[src/rtl/mt32_audio_pkg.sv]
// MT32 audio sink shared types.
// Sample type, unity gain and pairing states.
package mt32_audio_pkg;

  typedef logic signed [15:0] sample_t;

  localparam logic [8:0] UNITY = 9'd256;

  typedef enum logic {
    WAIT_L,
    WAIT_R
  } pair_state_t;

endpackage

[src/rtl/mt32_audio_sink_if.sv]
// Per-channel word strobes from the I2S deserializer.
// Left word is expected before right word.
interface mt32_audio_sink_if;
  import mt32_audio_pkg::*;

  logic    l_valid;
  sample_t l_data;
  logic    r_valid;
  sample_t r_data;

  modport master (
    output l_valid,
    output l_data,
    output r_valid,
    output r_data
  );

  modport slave (
    input l_valid,
    input l_data,
    input r_valid,
    input r_data
  );

endinterface

[src/rtl/mt32_gain_stage.sv]
// One channel of fader gain: multiply, then shift and saturate.
// Two register stages; flush kills in-flight data and zeroes result.
module mt32_gain_stage
  import mt32_audio_pkg::*;
(
  input  logic       CLK_AUDIO,
  input  logic       RESET,
  input  logic       flush,
  input  logic       valid,
  input  sample_t    sample,
  input  logic [8:0] fader,
  output logic       result_valid,
  output sample_t    result
);

  logic signed [24:0] full;
  logic signed [24:0] prod;
  logic signed [16:0] shifted;
  logic               prod_valid;
  sample_t            sat;

  assign full    = 25'(sample) * 25'($signed({1'b0, fader}));
  assign shifted = 17'(prod >>> 8);

  // Clamp the floored product into the 16-bit sample range.
  always_comb begin
    sat = shifted[15:0];
    if (shifted[16] != shifted[15]) begin
      sat = shifted[16] ? 16'sh8000 : 16'sh7fff;
    end
  end

  // Product register, then result register.
  always_ff @(posedge CLK_AUDIO or posedge RESET) begin
    if (RESET) begin
      prod_valid   <= 1'b0;
      prod         <= '0;
      result_valid <= 1'b0;
      result       <= '0;
    end else if (flush) begin
      prod_valid   <= 1'b0;
      result_valid <= 1'b0;
      result       <= '0;
    end else begin
      prod_valid   <= valid;
      result_valid <= prod_valid;
      if (valid) prod <= full;
      if (prod_valid) result <= sat;
    end
  end

endmodule

[src/rtl/mt32_audio_sink.sv]
// Pairs I2S left/right words into frames, fades gain, mutes on loss.
// Output lands two cycles after the committing right word.
module mt32_audio_sink
  import mt32_audio_pkg::*;
#(
  parameter int TIMEOUT = 24576,
  parameter int DROP_W  = 8
) (
  input  logic              CLK_AUDIO,
  input  logic              RESET,
  mt32_audio_sink_if.slave  wd,
  input  logic [8:0]        gain,
  input  logic              mute,
  output sample_t           AUDIO_L,
  output sample_t           AUDIO_R,
  output logic              frame_strobe,
  output logic              active,
  output logic [DROP_W-1:0] dropped
);

  localparam int TW = $clog2(TIMEOUT + 1);
  localparam logic [TW-1:0] TO_MAX = TW'(TIMEOUT);
  localparam logic [TW-1:0] TO_HIT = TW'(TIMEOUT - 1);

  pair_state_t   state;
  sample_t       left_q;
  sample_t       c_left;
  logic          commit;
  logic          drop;
  logic          to_hit;
  logic [8:0]    fader;
  logic [8:0]    target;
  logic [8:0]    fader_nx;
  logic [TW-1:0] tcnt;
  logic          l_done;
  logic          r_done;

  // Decide whether this cycle commits a frame or orphans a word.
  always_comb begin
    commit = 1'b0;
    drop   = 1'b0;
    c_left = left_q;
    unique case (state)
      WAIT_L: begin
        commit = wd.l_valid & wd.r_valid;
        drop   = wd.r_valid & ~wd.l_valid;
        c_left = wd.l_data;
      end
      WAIT_R: begin
        commit = wd.r_valid;
        drop   = wd.l_valid & ~wd.r_valid;
      end
      default: ;
    endcase
  end

  assign to_hit = ~commit & (tcnt == TO_HIT);

  // One fader step toward the target, taken on each commit.
  always_comb begin
    target = (mute | ~active) ? 9'd0 : ((gain > UNITY) ? UNITY : gain);
    unique case (1'b1)
      fader < target: fader_nx = fader + 9'd1;
      fader > target: fader_nx = fader - 9'd1;
      default:        fader_nx = fader;
    endcase
  end

  // Pairing FSM; a dead link abandons any half-built frame.
  always_ff @(posedge CLK_AUDIO or posedge RESET) begin
    if (RESET) begin
      state  <= WAIT_L;
      left_q <= '0;
    end else if (to_hit) begin
      state <= WAIT_L;
    end else begin
      unique case (state)
        WAIT_L: begin
          if (wd.l_valid && !wd.r_valid) begin
            left_q <= wd.l_data;
            state  <= WAIT_R;
          end
        end
        WAIT_R: begin
          if (wd.l_valid) begin
            left_q <= wd.l_data;
          end else if (wd.r_valid) begin
            state <= WAIT_L;
          end
        end
        default: state <= WAIT_L;
      endcase
    end
  end

  // Fader, link supervision and dropped-word count.
  always_ff @(posedge CLK_AUDIO or posedge RESET) begin
    if (RESET) begin
      fader   <= '0;
      active  <= 1'b0;
      tcnt    <= '0;
      dropped <= '0;
    end else begin
      if (drop && (dropped != '1)) begin
        dropped <= dropped + DROP_W'(1);
      end
      if (commit) begin
        fader  <= fader_nx;
        active <= 1'b1;
        tcnt   <= '0;
      end else if (tcnt != TO_MAX) begin
        tcnt <= tcnt + TW'(1);
        if (to_hit) begin
          active <= 1'b0;
          fader  <= '0;
        end
      end
    end
  end

  mt32_gain_stage u_gain_l (
    .CLK_AUDIO    (CLK_AUDIO),
    .RESET        (RESET),
    .flush        (to_hit),
    .valid        (commit),
    .sample       (c_left),
    .fader        (fader_nx),
    .result_valid (l_done),
    .result       (AUDIO_L)
  );

  mt32_gain_stage u_gain_r (
    .CLK_AUDIO    (CLK_AUDIO),
    .RESET        (RESET),
    .flush        (to_hit),
    .valid        (commit),
    .sample       (wd.r_data),
    .fader        (fader_nx),
    .result_valid (r_done),
    .result       (AUDIO_R)
  );

  assign frame_strobe = l_done & r_done;

endmodule

[src/flat_wrapper.sv]
// flat-port wrapper written by rule: the top's interface ports become plain ports
module mt32_audio_sink_flat import mt32_audio_pkg::*;
#(
  parameter int TIMEOUT = 24576,
  parameter int DROP_W  = 8
)
  (CLK_AUDIO, RESET, gain, mute, AUDIO_L, AUDIO_R, frame_strobe, active, dropped, wd_l_valid, wd_l_data, wd_r_valid, wd_r_data);
  mt32_audio_sink_if wd_i ();
  input  logic CLK_AUDIO;
  input  logic RESET;
  input  logic [8:0] gain;
  input  logic mute;
  output sample_t AUDIO_L;
  output sample_t AUDIO_R;
  output logic frame_strobe;
  output logic active;
  output logic [DROP_W-1:0] dropped;
  input wire logic [$bits(wd_i.l_valid)-1:0] wd_l_valid;
  input wire logic [$bits(wd_i.l_data)-1:0] wd_l_data;
  input wire logic [$bits(wd_i.r_valid)-1:0] wd_r_valid;
  input wire logic [$bits(wd_i.r_data)-1:0] wd_r_data;
  assign wd_i.l_valid = wd_l_valid;
  assign wd_i.l_data = wd_l_data;
  assign wd_i.r_valid = wd_r_valid;
  assign wd_i.r_data = wd_r_data;
  mt32_audio_sink #(.TIMEOUT(TIMEOUT), .DROP_W(DROP_W)) u_core (.CLK_AUDIO(CLK_AUDIO), .RESET(RESET), .wd(wd_i), .gain(gain), .mute(mute), .AUDIO_L(AUDIO_L), .AUDIO_R(AUDIO_R), .frame_strobe(frame_strobe), .active(active), .dropped(dropped));
endmodule
[config.mk]
export PLATFORM = sky130hd
export DESIGN_NAME = mt32_audio_sink_flat
export DESIGN_NICKNAME = d
export VERILOG_FILES = /design/src/rtl/mt32_audio_pkg.sv /design/src/rtl/mt32_audio_sink_if.sv /design/src/rtl/mt32_gain_stage.sv /design/src/rtl/mt32_audio_sink.sv /design/src/flat_wrapper.sv
export SDC_FILE = /design/constraint.sdc
export NUM_CORES = 1
export LEC_CHECK = 0
export ABC_AREA = 1
export BUFFER_PORTS_ARGS = -buffer_cell sky130_fd_sc_hd__buf_2
export CORE_MARGIN = 4
export CORE_UTILIZATION = 35
export CTS_BUF_LIST = sky130_fd_sc_hd__clkbuf_8
export CTS_CLUSTER_SIZE = 10
export DETAILED_ROUTE_END_ITERATION = 16
export GPL_TIMING_DRIVEN = 1
export PLACE_DENSITY = 0.56
export SLEW_MARGIN = 30
export SYNTH_ARGS = -nofsm -noshare
export SYNTH_HDL_FRONTEND = slang
export SYNTH_SLANG_ARGS = --single-unit
[constraint.sdc]
create_clock -name CLK_AUDIO -period 11.6 [get_ports CLK_AUDIO]
set_clock_uncertainty 0.05 [all_clocks]
set_input_delay 1.16 -clock CLK_AUDIO [delete_from_list [all_inputs] [get_ports CLK_AUDIO]]
set_output_delay 1.16 -clock CLK_AUDIO [all_outputs]
set_load 0.02 [all_outputs]
; ---- Word level (Yosys, flattened, before mapping)
; Index checks and enable logic that the tools add are counted.
[word_totals]
input_bits = 46
register_bits = 134
[classes]
order_cmp = 3
n_mul = 2
n_reduce_logical = 9
muxes = 32
n_addsub = 4
n_eq_ne = 7
n_bitwise = 11
[op_table]
columns = operator, count
row1 = 16-bit 2-to-1 mux, 11
row2 = 16-bit by 10-bit multiplier with 25-bit output, 2
row3 = 9-bit 2-to-1 mux, 5
row4 = 16-bit one-hot mux with 2 select lines, 1
row5 = 15-bit 2-to-1 mux, 2
row6 = 9-bit one-hot mux with 2 select lines, 1
row7 = "15-bit by 1-bit adder with 15-bit output, second input constant", 1
row8 = "15-bit equality test, second input constant", 1
row9 = "15-bit inequality test, second input constant", 1
row10 = "9-bit by 1-bit adder with 9-bit output, second input constant", 1
row11 = 9-bit > comparator, 1
row12 = "9-bit > comparator, second input constant", 1
row13 = 9-bit < comparator, 1
row14 = 1-bit 2-to-1 mux, 9
row15 = "9-bit by 1-bit subtractor with 9-bit output, second input constant", 1
row16 = "8-bit by 1-bit adder with 8-bit output, second input constant", 1
row17 = "8-bit inequality test, second input constant", 1
row18 = 1-bit NOT, 6
row19 = 1-bit one-hot mux with 2 select lines, 3
row20 = 2-bit nonzero test, 3
row21 = 1-bit AND, 4
row22 = 2-bit AND reduction, 2
row23 = 3-bit AND reduction, 1
row24 = 1-bit logical AND, 2
row25 = other kinds (5), 6

; ---- Logic depth before layout (Yosys ltp)
; Gate-level depths: netlist (run 1).
[logic_depth]
depth_word = 7
ltp_mapped = 46
depth_no_buf = 45

; ---- Cells and area by module
; Synthesis (run 1) repeated with hierarchy kept, for this count alone.
[hier_totals]
cells_unflattened = 2356
hier_area_um2 = 17384.2
[modules_own_cells]
columns = module, seq_area_each_um2, area_each_um2, n_inst, cells_per_inst
row1 = mt32_gain_stage at u_core.u_gain_r, 875.8, 7070.5, 1, 965
row2 = mt32_gain_stage at u_core.u_gain_l, 875.8, 7021.7, 1, 955
row3 = mt32_audio_sink, 1251.2, 3291.9, 1, 436

; ---- Least setup slack after synthesis (run 1)
; No wires, ideal clock.
[synth_timing]
path_kind = input to register
start = in gain[0]
end = reg u_core.u_gain_r.prod[24]
path_stages = 38
path_buffers = 1
t_required_ps = 11468
setup_ps = 82
t_arrival_ps = 8308
path_slack_ps = 3160
path_cell_list = nor4_1 -> a21oi_1 -> inv_1 -> nand3_1 -> ha_1 -> nand2_1 -> nor2_1 -> and3_2 -> a31oi_1 -> ha_1 -> a21oi_1 -> nand2_1 -> nand2_1 -> nand2_1 -> a21oi_1 -> inv_1 -> nor2_1 -> o21ai_0 -> [2 not listed] -> nor2_1 -> fa_1 -> fa_1 -> fa_1 -> fa_1 -> inv_1 -> fa_1 -> inv_1 -> ha_1 -> a21oi_1 -> inv_1 -> a21oi_1 -> inv_1 -> a21oi_1 -> inv_1 -> a221oi_1 -> nand3_1 -> a31oi_1
[synth_via]
elab_chain_len = 6
[synth_rtl]
columns = item, line_no
row1 = "start, declared", flat_wrapper.sv:11  ; input logic [8:0] gain;
row2 = 9-bit > comparator, mt32_audio_sink.sv:61  ; target = (mute | ~active) ? 9'd0 : ((gain > UNITY) ? UNITY : gain);
row3 = 9-bit 2-to-1 mux (*) (2 in a row), mt32_audio_sink.sv:61
row4 = 9-bit > comparator or 9-bit < comparator (tied branches), "mt32_audio_sink.sv:64, mt32_audio_sink.sv:63"
row5 = 9-bit one-hot mux with 2 select lines (*), mt32_audio_sink.sv:62  ; unique case (1'b1)
row6 = 16-bit by 10-bit multiplier with 25-bit output (*), mt32_gain_stage.sv:22  ; assign full = 25'(sample) * 25'($signed({1'b0, fader}));
row7 = "end signal, assigned", mt32_gain_stage.sv:47  ; if (valid) prod <= full;
row8 = "end, declared", mt32_gain_stage.sv:17  ; logic signed [24:0] prod;
; Mark *: on every way between the ends. The rest lies on a longest branch, timed or not.
; A chain may end at the register's enable or synchronous reset.

; ---- Final worst setup path (run 1)
[layout_timing]
start = in gain[4]
end = reg u_core.u_gain_r.prod[24]
; Same word-level chain as after synthesis.

==> reports/qor.csv, run 1 <==
stage,metric,value,unit
cts,Clock Tree Buf Depth,2,
timing,RSZ-0062 raised after global routing,false,
place,DP HPWL,35500,um
detailed_routing,DRT Wirelength,43600,um
layout,share of cells above drive strength 1,0.0901,
synthesis,Synth top cells by count,"inv_1 (421), nand2_1 (356), fa_1 (237)",
synthesis,register area share after synthesis,0.183,
synthesis,async set-reset flop share out of synthesis,1.00,
global_route,global-route wire length before repair,73000,um
cts,post-CTS setup buffers,0,
timing,minimum clock period,9.69,ns
cts,Clock Latency Late Sink,0.48,ns
die,die width,223,um
die,num rows,78,
critical_path,"Slowest-stage cell, CP",a31oi_1,
cts,clock tree sinks,118,
detailed_routing,Wirelength per Cell,16.0,um
critical_path,Critical path origin,gain[4],
detailed_routing,ANT nets after route,0,
cts,"CTS clk-pin slew, worst paths",0.08,ns
synthesis,top-count cell post-synth,inv_1,
critical_path,CP endpoint kind,flip-flop,
timing,Final Hold Vio Count,0,
die,Core Region,45500,um2
global_route,initial antenna violation count,1,
global_route,total gr overflow,0,
critical_path,cell mode on critical path,inv_1,
flow_run,max cap viols,0,
critical_path,Required @ worst endpoint,11.95,ns
detailed_routing,routed vias,13387,
global_route,Overall Global Routing Usage,0.181,
critical_path,Setup CP Type,primary input to flip-flop,
die,IO Count,88,
critical_path,worst r2r path cells,37,
critical_path,startpoint class of the critical path,primary input,
detailed_routing,Remaining DRCs,0,
place,placer congestion estimate,0.929,
synthesis,#FFs+latches synth,118,
detailed_routing,DR pass1 iterations,5,
cts,H-tree lvl count,4,
global_route,largest net degree at the start of global routing,83,
synthesis,syn nets,2447,
critical_path,reg2reg end,u_core.u_gain_r.prod[24]$_DFFE_PP0P_,
cts,Clock Root Buffer,clkbuf_8,
synthesis,synth unique cells,49,
synthesis,Mapped Cells,2037,
die,Die ar.,49700,um2
synthesis,Mapped Avg Cell Area,7.94,um2
critical_path,"slowest stage delay, CP",0.64,ns
critical_path,reg2reg start,u_core.active$_DFFE_PP0P_,
timing,Final Max Slew Viols,0,
cts,total CTS buffers,17,
global_route,number of global-route vias before repair,14496,
critical_path,reg2reg setup slack,2.55,ns
synthesis,ranking of synthesized cells by area,"fa_1 (29%), dfrtp_1 (18%), ha_1 (9.8%)",
detailed_routing,DRT iter0 DRCs,703,
die,Starting Density,0.355,
synthesis,Main synth FF type,dfrtp_1,
timing,fmax,0.103,GHz
critical_path,"critical path fanouts, max",24,
detailed_routing,Via density,4.92,
synthesis,Yosys warnings,0,
cts,cts repair resizes,0,
critical_path,CP Capture Point,u_core.u_gain_r.prod[24]$_DFFE_PP0P_,
synthesis,Syn Std Cell Area,16200,um2
timing,max_slew headroom,0.351,
layout,NumNets Final,2518,
layout,layout overhead on the synthesized area,9.28,%
synthesis,top cell type's share of synthesized area,0.294,
outcome,status,"finished, final reports clean",
cts,hold_buf cts,0,
timing,post-route clock period utilization,0.835,
place,I/O Buffers,87,
die,Die Y,223,um
timing,setup_tns,0,ns
timing,Worst-Margin Slew,0.967,ns
critical_path,Critical Path AT,10.04,ns
cts,CTS tree,done,
synthesis,post-synth top area cell,fa_1,
hold_path,worst min-delay path class,flip-flop to flip-flop,
timing,"Setup violations, final",0,
synthesis,"EDFF count, synth",0,
state kept, by name, summed over array words and instances (netlist names), 8 cells and up:
signal,count
u_core.u_gain_l.prod,17
u_core.u_gain_r.prod,17
u_core.left_q,16
u_core.u_gain_l.result,16
u_core.u_gain_r.result,16
u_core.tcnt,15
u_core.fader,9
u_core.dropped,8
cells in the final DEF (no fill, tap or decap), drive strengths merged, types with 2 or more instances in the layout:
cell and instances:
inv 431, nand2 374, fa 237, nor2 231
o21ai 146, ha 127, dfrtp 118, nand3 111
buf 105, a21oi 93, xnor2 24, nor3 19
clkbuf 18, or2 13, xor2 12, a31oi 12
nor4 8, clkinv 7, nand4 6, clkinvlp 4
a21o 3, a221oi 3, o21bai 2, o221ai 2
o221a 2, o22ai 2, bufinv 2
cell families (layout without fill, tap and decap cells):
kind of cell,Yosys count,after routing,synth area share
adders and majority gates,364,364,0.392
other,0,1,0
xor gates and xnor gates,36,36,0.0195
muxes,1,1,0.000697
buffers and inverters,483,567,0.115
DFF,118,118,0.183
AOI/OAI and AO/OA,269,269,0.0882
and+or+nand+nor,766,766,0.202
critical path: cells and delay by family:
kind                       cells  cell delay, ns
adders and majority gates      8            3.50
and+or+nand+nor               10            1.51
xor gates and xnor gates       1            0.15
buffers and inverters         10            1.47
AOI/OAI and AO/OA             10            2.19
layout make-up:
cell class	count	area, um2
inverters	430	1620
flip-flops and latches	118	2950
fillers	4779	27800
multi-input cells	1436	11400
clock buffers	18	248
diodes	1	2.50
repair buffers	105	574
well taps	600	751
clock inverters	14	151
worst min path at each step:
stage                                                    start                                    to  slack (ns)  cells after the start
final                     u_core.u_gain_r.prod[11]$_DFFE_PP0P_  u_core.u_gain_r.prod[11]$_DFFE_PP0P_        0.43                      2
after global routing      u_core.u_gain_r.prod[10]$_DFFE_PP0P_  u_core.u_gain_r.prod[10]$_DFFE_PP0P_        0.47                      2
after CTS                 u_core.u_gain_r.prod[11]$_DFFE_PP0P_  u_core.u_gain_r.prod[11]$_DFFE_PP0P_        0.44                      2
after detailed placement  u_core.u_gain_r.prod[11]$_DFFE_PP0P_  u_core.u_gain_r.prod[11]$_DFFE_PP0P_        0.42                      2
after global placement    u_core.u_gain_r.prod[13]$_DFFE_PP0P_  u_core.u_gain_r.prod[13]$_DFFE_PP0P_        0.42                      2
after floorplan           u_core.u_gain_r.prod[11]$_DFFE_PP0P_  u_core.u_gain_r.prod[11]$_DFFE_PP0P_        0.39                      2
routing by layer:
layer / share of wire / track usage / routed length, um
met5: 0 / 0 / 0
met4: 0.032 / 0.0674 / 1380
met3: 0.030 / 0.0212 / 1290
met2: 0.52 / 0.333 / 22700
met1: 0.42 / 0.217 / 18100
metrics by stage:
stage	hold slack, ns	cells	instance area [um2]	setup WS (ns)	util
floorplan	0.394	2037	16200	3.16	-
finish	0.434	2722	17700	1.91	0.388
detailed placement	0.416	2689	17300	1.56	0.380
CTS	0.436	2721	17700	2.06	0.388
global route	0.467	2722	17700	1.25	0.388
global placement	0.417	2689	17300	1.77	0.379
Power of run 1 is not shown: default switching activity piles up to over one toggle a cycle in this logic, so the estimate is an artifact.
==> run 2, diff against run 1 <==
Settings changed: PLACE_DENSITY 0.56 to 0.57.
Clock period 11.6 ns to 7.9 ns, I/O delays scaled along.
==> reports/qor.csv, run 2 (synthesized netlist as in run 1, its figures left out) <==
stage,metric,value,unit,change
critical_path,"critical path fanouts, max",10,,was 24
die,num rows,78,,unchanged
critical_path,CP Capture Point,u_core.u_gain_r.prod[19]$_DFFE_PP0P_,,was u_core.u_gain_r.prod[24]$_DFFE_PP0P_
cts,total CTS buffers,17,,unchanged
cts,Clock Latency Late Sink,0.48,ns,about the same
critical_path,cell mode on critical path,nand2_1,,was inv_1
critical_path,reg2reg end,u_core.u_gain_r.prod[19]$_DFFE_PP0P_,,was u_core.u_gain_r.prod[24]$_DFFE_PP0P_
detailed_routing,Wirelength per Cell,15.7,um,was 16.0 um
detailed_routing,Remaining DRCs,0,,unchanged
critical_path,startpoint class of the critical path,primary input,,unchanged
layout,most frequent cells in the layout,"inv_1 (413), nand2_1 (337), fa_1 (232)",,"was inv_1 (420), nand2_1 (356), fa_1 (237)"
critical_path,Setup CP Type,primary input to flip-flop,,unchanged
critical_path,CP endpoint kind,flip-flop,,unchanged
die,Die ar.,49700,um2,unchanged
layout,post-route cell area,19900,um2,was 17700 um2
place,Inst Count DP,2854,,was 2689
place,Placed Area,18600,um2,was 17300 um2
global_route,Overall Global Routing Usage,0.185,,was 0.181
layout,"commonest non-fill, non-tap cell in the layout",inv_1,,unchanged
detailed_routing,ANT nets after route,0,,unchanged
critical_path,worst r2r path cells,40,,was 37
timing,fmax,0.129,GHz,
timing,Worst-Margin Slew,0.886,ns,was 0.967 ns
timing,minimum clock period,7.74,ns,
detailed_routing,DRT iter0 DRCs,650,,was 703
detailed_routing,Via density,4.88,,was 4.92
detailed_routing,DRT Wirelength,45700,um,was 43600 um
die,die width,223,um,unchanged
critical_path,Required @ worst endpoint,8.22,ns,was 11.95 ns
timing,Final Hold Vio Count,0,,unchanged
timing,"Setup violations, final",0,,unchanged
global_route,largest net degree at the start of global routing,75,,was 83
cts,"CTS clk-pin slew, worst paths",0.08,ns,about the same
hold_path,worst min-delay path class,primary input to async pin,,was flip-flop to flip-flop
cts,H-tree lvl count,4,,unchanged
global_route,total gr overflow,0,,unchanged
cts,Clock Root Buffer,clkbuf_8,,unchanged
place,I/O Buffers,87,,unchanged
critical_path,Critical Path AT,8.05,ns,was 10.04 ns
outcome,status,"finished, final reports clean",,unchanged
die,Core Region,45500,um2,unchanged
detailed_routing,routed vias,14165,,was 13387
flow_run,max cap viols,0,,unchanged
timing,post-route clock period utilization,0.979,,
layout,Final Non-Filler Cells,2903,,was 2722
global_route,global-route wire length before repair,74700,um,was 73000 um
critical_path,reg2reg setup slack,0.48,ns,was 2.55 ns
layout,layout overhead on the synthesized area,23.4,%,was 9.28%
critical_path,reg2reg start,u_core.active$_DFFE_PP0P_,,unchanged
layout,share of cells above drive strength 1,0.223,,was 0.0901
critical_path,Critical path origin,gain[4],,unchanged
timing,Final Max Slew Viols,0,,unchanged
detailed_routing,DR pass1 iterations,5,,unchanged
cts,clock tree sinks,118,,unchanged
place,placer congestion estimate,0.902,,was 0.929
place,DP HPWL,37300,um,was 35500 um
die,Die Y,223,um,unchanged
die,Starting Density,0.355,,unchanged
global_route,initial antenna violation count,0,,was 1
layout,Ant. Diodes,0,,was 1
critical_path,"slowest stage delay, CP",0.54,ns,was 0.64 ns
layout,NumNets Final,2700,,was 2518
cts,CTS tree,done,,unchanged
cts,Clock Tree Buf Depth,2,,unchanged
layout,Top Registers,"u_core.u_gain_l.prod (17), u_core.u_gain_r.prod (17)",,unchanged
die,IO Count,88,,unchanged
timing,max_slew headroom,0.405,,was 0.351
cts,hold_buf cts,0,,unchanged
global_route,number of global-route vias before repair,15041,,was 14496
critical_path,"Slowest-stage cell, CP",fa_2,,was a31oi_1
[run 2: cell count changes in the layout (fill, tap and decap cells not counted), moves of 8 or more]
cell     delta
buf_4     +165
ha_2        +8
nand2_1    -19
nand2_2    +16
a21oi_2    +36
nor2_2     +13
a21oi_1    -37
o21ai_1    +17
ha_4       +20
o21ai_0    -21
nor2_1     -17
ha_1       -28
[run 2: repair_timing]
item                                    4_1_cts  5_1_grt
resized for setup                            11      184
pin swaps                                     1       49
endpoints found under the setup margin       12       32
gates cloned                                  0        2
buffers inserted                              0       15
[run 2: critical path, delay by kind of cell]
family                   cells  cell delay (ns)
adder cells (fa/ha/maj)      8             2.94
AND/OR/NAND/NOR             17             1.94
AO/OA/AOI/OAI                8             1.28
buffers and inverters        7             0.90
XOR/XNOR                     1             0.19
[run 2: metrics by stage]
step                      hold WS [ns]  setup WS, ns  TNS [ns]  utilization
after floorplan                  0.394        0.0132         0            -
after global placement           0.416        -0.467     -9.24        0.409
after detailed placement         0.419        -0.643    -14.17        0.409
after CTS                        0.338       0.00102         0        0.419
after global routing             0.371        -0.149     -1.86        0.439
final                            0.340         0.165         0        0.439
[run 2: worst min path at each step]
stage                                      endpoint  depth (start not counted)
2_1_floorplan  u_core.u_gain_r.prod[11]$_DFFE_PP0P_                          2
3_3_place_gp   u_core.u_gain_r.prod[14]$_DFFE_PP0P_                          2
3_5_place_dp   u_core.u_gain_r.prod[18]$_DFFE_PP0P_                          2
4_1_cts               u_core.left_q[15]$_DFFE_PP0P_                          2
5_1_grt               u_core.left_q[15]$_DFFE_PP0P_                          2
6_report              u_core.left_q[15]$_DFFE_PP0P_                          2
[run 2: cell type report]
cell class	count	area, um2
flip-flops and latches	118	2950
clock inverters	15	168
multi-input cells	1436	12200
clock buffers	17	234
fillers	4603	25500
well taps	600	751
inverters	430	1620
repair buffers	287	2070
[run 2: routing by layer]
layer,part of all wire,routed length [um],global-route usage,vias up
met1,0.40,18300,0.216,7048
met5,0,0,0,-
met4,0.027,1230,0.0557,0
met3,0.035,1610,0.0218,73
met2,0.54,24500,0.353,268
li1,-,-,-,6776
Power of run 2 is left out for the same reason.
==> run 3, diff against run 2 <==
Settings changed: CORE_MARGIN 4 to 3, SKIP_CTS_REPAIR_TIMING set to 1, SYNTH_HIERARCHICAL set to 1.
==> reports/qor.csv, run 3 <==
stage,metric,value,unit,change
detailed_routing,Via density,4.69,,was 4.88
place,I/O Buffers,87,,unchanged
timing,"Setup violations, final",0,,unchanged
detailed_routing,met3 WL,1180,um,was 1610 um
global_route,Overall Global Routing Usage,0.177,,was 0.185
critical_path,Setup CP Type,primary input to flip-flop,,unchanged
critical_path,Required @ worst endpoint,8.20,ns,was 8.22 ns
cts,Clock Latency Late Sink,0.48,ns,about the same
synthesis,Syn Std Cell Area,17400,um2,was 16200 um2
detailed_routing,WL met2,24400,um,was 24500 um
global_route,total gr overflow,0,,unchanged
critical_path,startpoint class of the critical path,primary input,,unchanged
detailed_routing,Top Layer Used,met4,,unchanged
detailed_routing,DR pass1 iterations,5,,unchanged
detailed_routing,DRT Wirelength,45000,um,was 45700 um
timing,Hold Slack,0.438,ns,was 0.340 ns
hold_path,worst min-delay path class,primary input to async pin,,unchanged
die,Core Region,49100,um2,was 45500 um2
detailed_routing,routed length on met1,18500,um,was 18300 um
cts,Clock Tree Buf Depth,2,,unchanged
timing,Final Max Slew Viols,0,,unchanged
timing,"Worst Setup Slack, final",0.298,ns,was 0.165 ns
critical_path,"Slowest-stage cell, CP",fa_1,,was fa_2
cts,CTS tree,done,,unchanged
timing,max_slew headroom,0.354,,was 0.405
synthesis,synth unique cells,49,,unchanged
place,DP HPWL,36400,um,was 37300 um
detailed_routing,Wirelength per Cell,14.1,um,was 15.7 um
place,post-place setup slack,-0.421,ns,was -0.643 ns
timing,setup_tns,0,ns,unchanged
layout,share of cells above drive strength 1,0.171,,was 0.223
critical_path,cell mode on critical path,nand2_1,,unchanged
timing,minimum clock period,7.60,ns,was 7.74 ns
synthesis,Main synth FF type,dfrtp_1,,unchanged
synthesis,post-synth top area cell,fa_1,,unchanged
timing,post-route clock period utilization,0.962,,was 0.979
critical_path,reg2reg setup slack,0.64,ns,was 0.48 ns
cts,H-tree lvl count,4,,unchanged
critical_path,"critical path fanouts, max",10,,unchanged
synthesis,register area share after synthesis,0.173,,was 0.183
die,Starting Density,0.354,,was 0.355
die,die width,229,um,was 223 um
die,Die Y,229,um,was 223 um
layout,layout overhead on the synthesized area,17.6,%,was 23.4%
detailed_routing,ANT nets after route,0,,unchanged
synthesis,ranking of synthesized cells by area,"fa_1 (27%), dfrtp_1 (17%), nand2_1 (14%)",,"was fa_1 (29%), dfrtp_1 (18%), ha_1 (9.8%)"
global_route,global-route wire length before repair,76700,um,was 74700 um
timing,Worst-Margin Slew,0.962,ns,was 0.886 ns
die,num rows,81,,was 78
place,placer congestion estimate,0.879,,was 0.902
global_route,initial antenna violation count,1,,was 0
die,Die ar.,52400,um2,was 49700 um2
global_route,number of global-route vias before repair,16095,,was 15041
timing,fmax,0.132,GHz,was 0.129 GHz
critical_path,reg2reg end,u_core/u_gain_r/prod[23]$_DFFE_PP0P_,,was u_core.u_gain_r.prod[19]$_DFFE_PP0P_
cts,total CTS buffers,17,,unchanged
synthesis,Mapped Cells,2356,,was 2037
die,IO Count,88,,unchanged
synthesis,Yosys warnings,6,,was 0
synthesis,"EDFF count, synth",0,,unchanged
synthesis,#FFs+latches synth,120,,was 118
synthesis,top-count cell post-synth,nand2_1,,was inv_1
layout,"commonest non-fill, non-tap cell in the layout",nand2_1,,was inv_1
layout,most frequent cells in the layout,"nand2_1 (647), inv_1 (553), fa_1 (235)",,"was inv_1 (413), nand2_1 (337), fa_1 (232)"
detailed_routing,routed vias,15003,,was 14165
detailed_routing,Remaining DRCs,0,,unchanged
detailed_routing,DRT iter0 DRCs,650,,unchanged
global_route,largest net degree at the start of global routing,51,,was 75
critical_path,"slowest stage delay, CP",0.55,ns,was 0.54 ns
synthesis,Synth top cells by count,"nand2_1 (663), inv_1 (554), fa_1 (237)",,"was inv_1 (421), nand2_1 (356), fa_1 (237)"
critical_path,Critical Path AT,7.91,ns,was 8.05 ns
critical_path,worst r2r path cells,39,,was 40
flow_run,max cap viols,0,,unchanged
outcome,status,"finished, final reports clean",,unchanged
layout,Top Registers,"u_core/u_gain_l/prod (17), u_core/u_gain_r/prod (17)",,"was u_core.u_gain_l.prod (17), u_core.u_gain_r.prod (17)"
cts,clock tree sinks,120,,was 118
critical_path,CP Capture Point,u_core/u_gain_r/prod[23]$_DFFE_PP0P_,,was u_core.u_gain_r.prod[19]$_DFFE_PP0P_
synthesis,top cell type's share of synthesized area,0.273,,was 0.294
synthesis,async set-reset flop share out of synthesis,1.00,,unchanged
critical_path,reg2reg start,u_core/active$_DFFE_PP0P_,,was u_core.active$_DFFE_PP0P_
timing,Final Hold Vio Count,0,,unchanged
synthesis,Mapped Avg Cell Area,7.38,um2,was 7.94 um2
cts,"CTS clk-pin slew, worst paths",0.09,ns,was 0.08 ns
cts,Clock Root Buffer,clkbuf_8,,unchanged
critical_path,CP endpoint kind,flip-flop,,unchanged
synthesis,syn nets,2762,,was 2447
critical_path,Critical path origin,gain[0],,was gain[4]
layout,NumNets Final,2930,,was 2700
[run 3: final cells by class]
| type | count | area, um2 |
|---|---|---|
| clock buffers | 17 | 234 |
| well taps | 664 | 831 |
| multi-input cells | 1584 | 12400 |
| clock inverters | 15 | 193 |
| diodes | 1 | 2.50 |
| inverters | 562 | 2110 |
| repair buffers | 239 | 1710 |
| fillers | 5064 | 28600 |
| flip-flops and latches | 120 | 3000 |
[run 3: logic make-up after synthesis]
kind of cell             count (synthesis)  synth area share
XOR/XNOR                                28            0.0141
flip-flops                             120             0.173
AO/OA/AOI/OAI                          202            0.0655
buffers and inverters                  652             0.145
adder cells (fa/ha/maj)                360             0.361
AND/OR/NAND/NOR                        994             0.241
[run 3: worst max-delay path: cells and delay by family]
family / cells / cell delay (ns)
AO/OA/AOI/OAI: 5 / 0.76
adder cells (fa/ha/maj): 8 / 3.38
AND/OR/NAND/NOR: 18 / 2.17
buffers and inverters: 8 / 0.80
[run 3: per-layer routing]
layer / vias up / track usage
li1: 7344 / -
met1: 7392 / 0.205
met2: 209 / 0.344
met3: 58 / 0.0183
met4: 0 / 0.0527
met5: - / 0
[run 3: worst min-delay path by stage]
stage | start | endpoint | slack [ns] | cells past startpoint
after floorplan | u_core/u_gain_l/prod[13]$_DFFE_PP0P_ | u_core/u_gain_l/prod[13]$_DFFE_PP0P_ | 0.40 | 2
final | RESET | u_core/u_gain_r/prod[15]$_DFFE_PP0P_ | 0.44 | 3
after CTS | RESET | u_core/u_gain_r/prod[15]$_DFFE_PP0P_ | 0.42 | 3
after global routing | RESET | u_core/u_gain_l/prod[20]$_DFFE_PP0P_ | 0.44 | 3
after global placement | u_core/left_q[0]$_DFFE_PP0P_ | u_core/left_q[0]$_DFFE_PP0P_ | 0.41 | 2
after detailed placement | u_core/left_q[1]$_DFFE_PP0P_ | u_core/left_q[1]$_DFFE_PP0P_ | 0.42 | 2
[run 3: metrics by stage]
stage	utilization	instance area (um2)	std cells
3_5_place_dp	0.398	19500	3168
3_3_place_gp	0.398	19500	3168
2_1_floorplan	-	17400	2356
6_report	0.417	20400	3202
5_1_grt	0.417	20400	3202
4_1_cts	0.406	19900	3200
Power of run 3 is left out for the same reason.
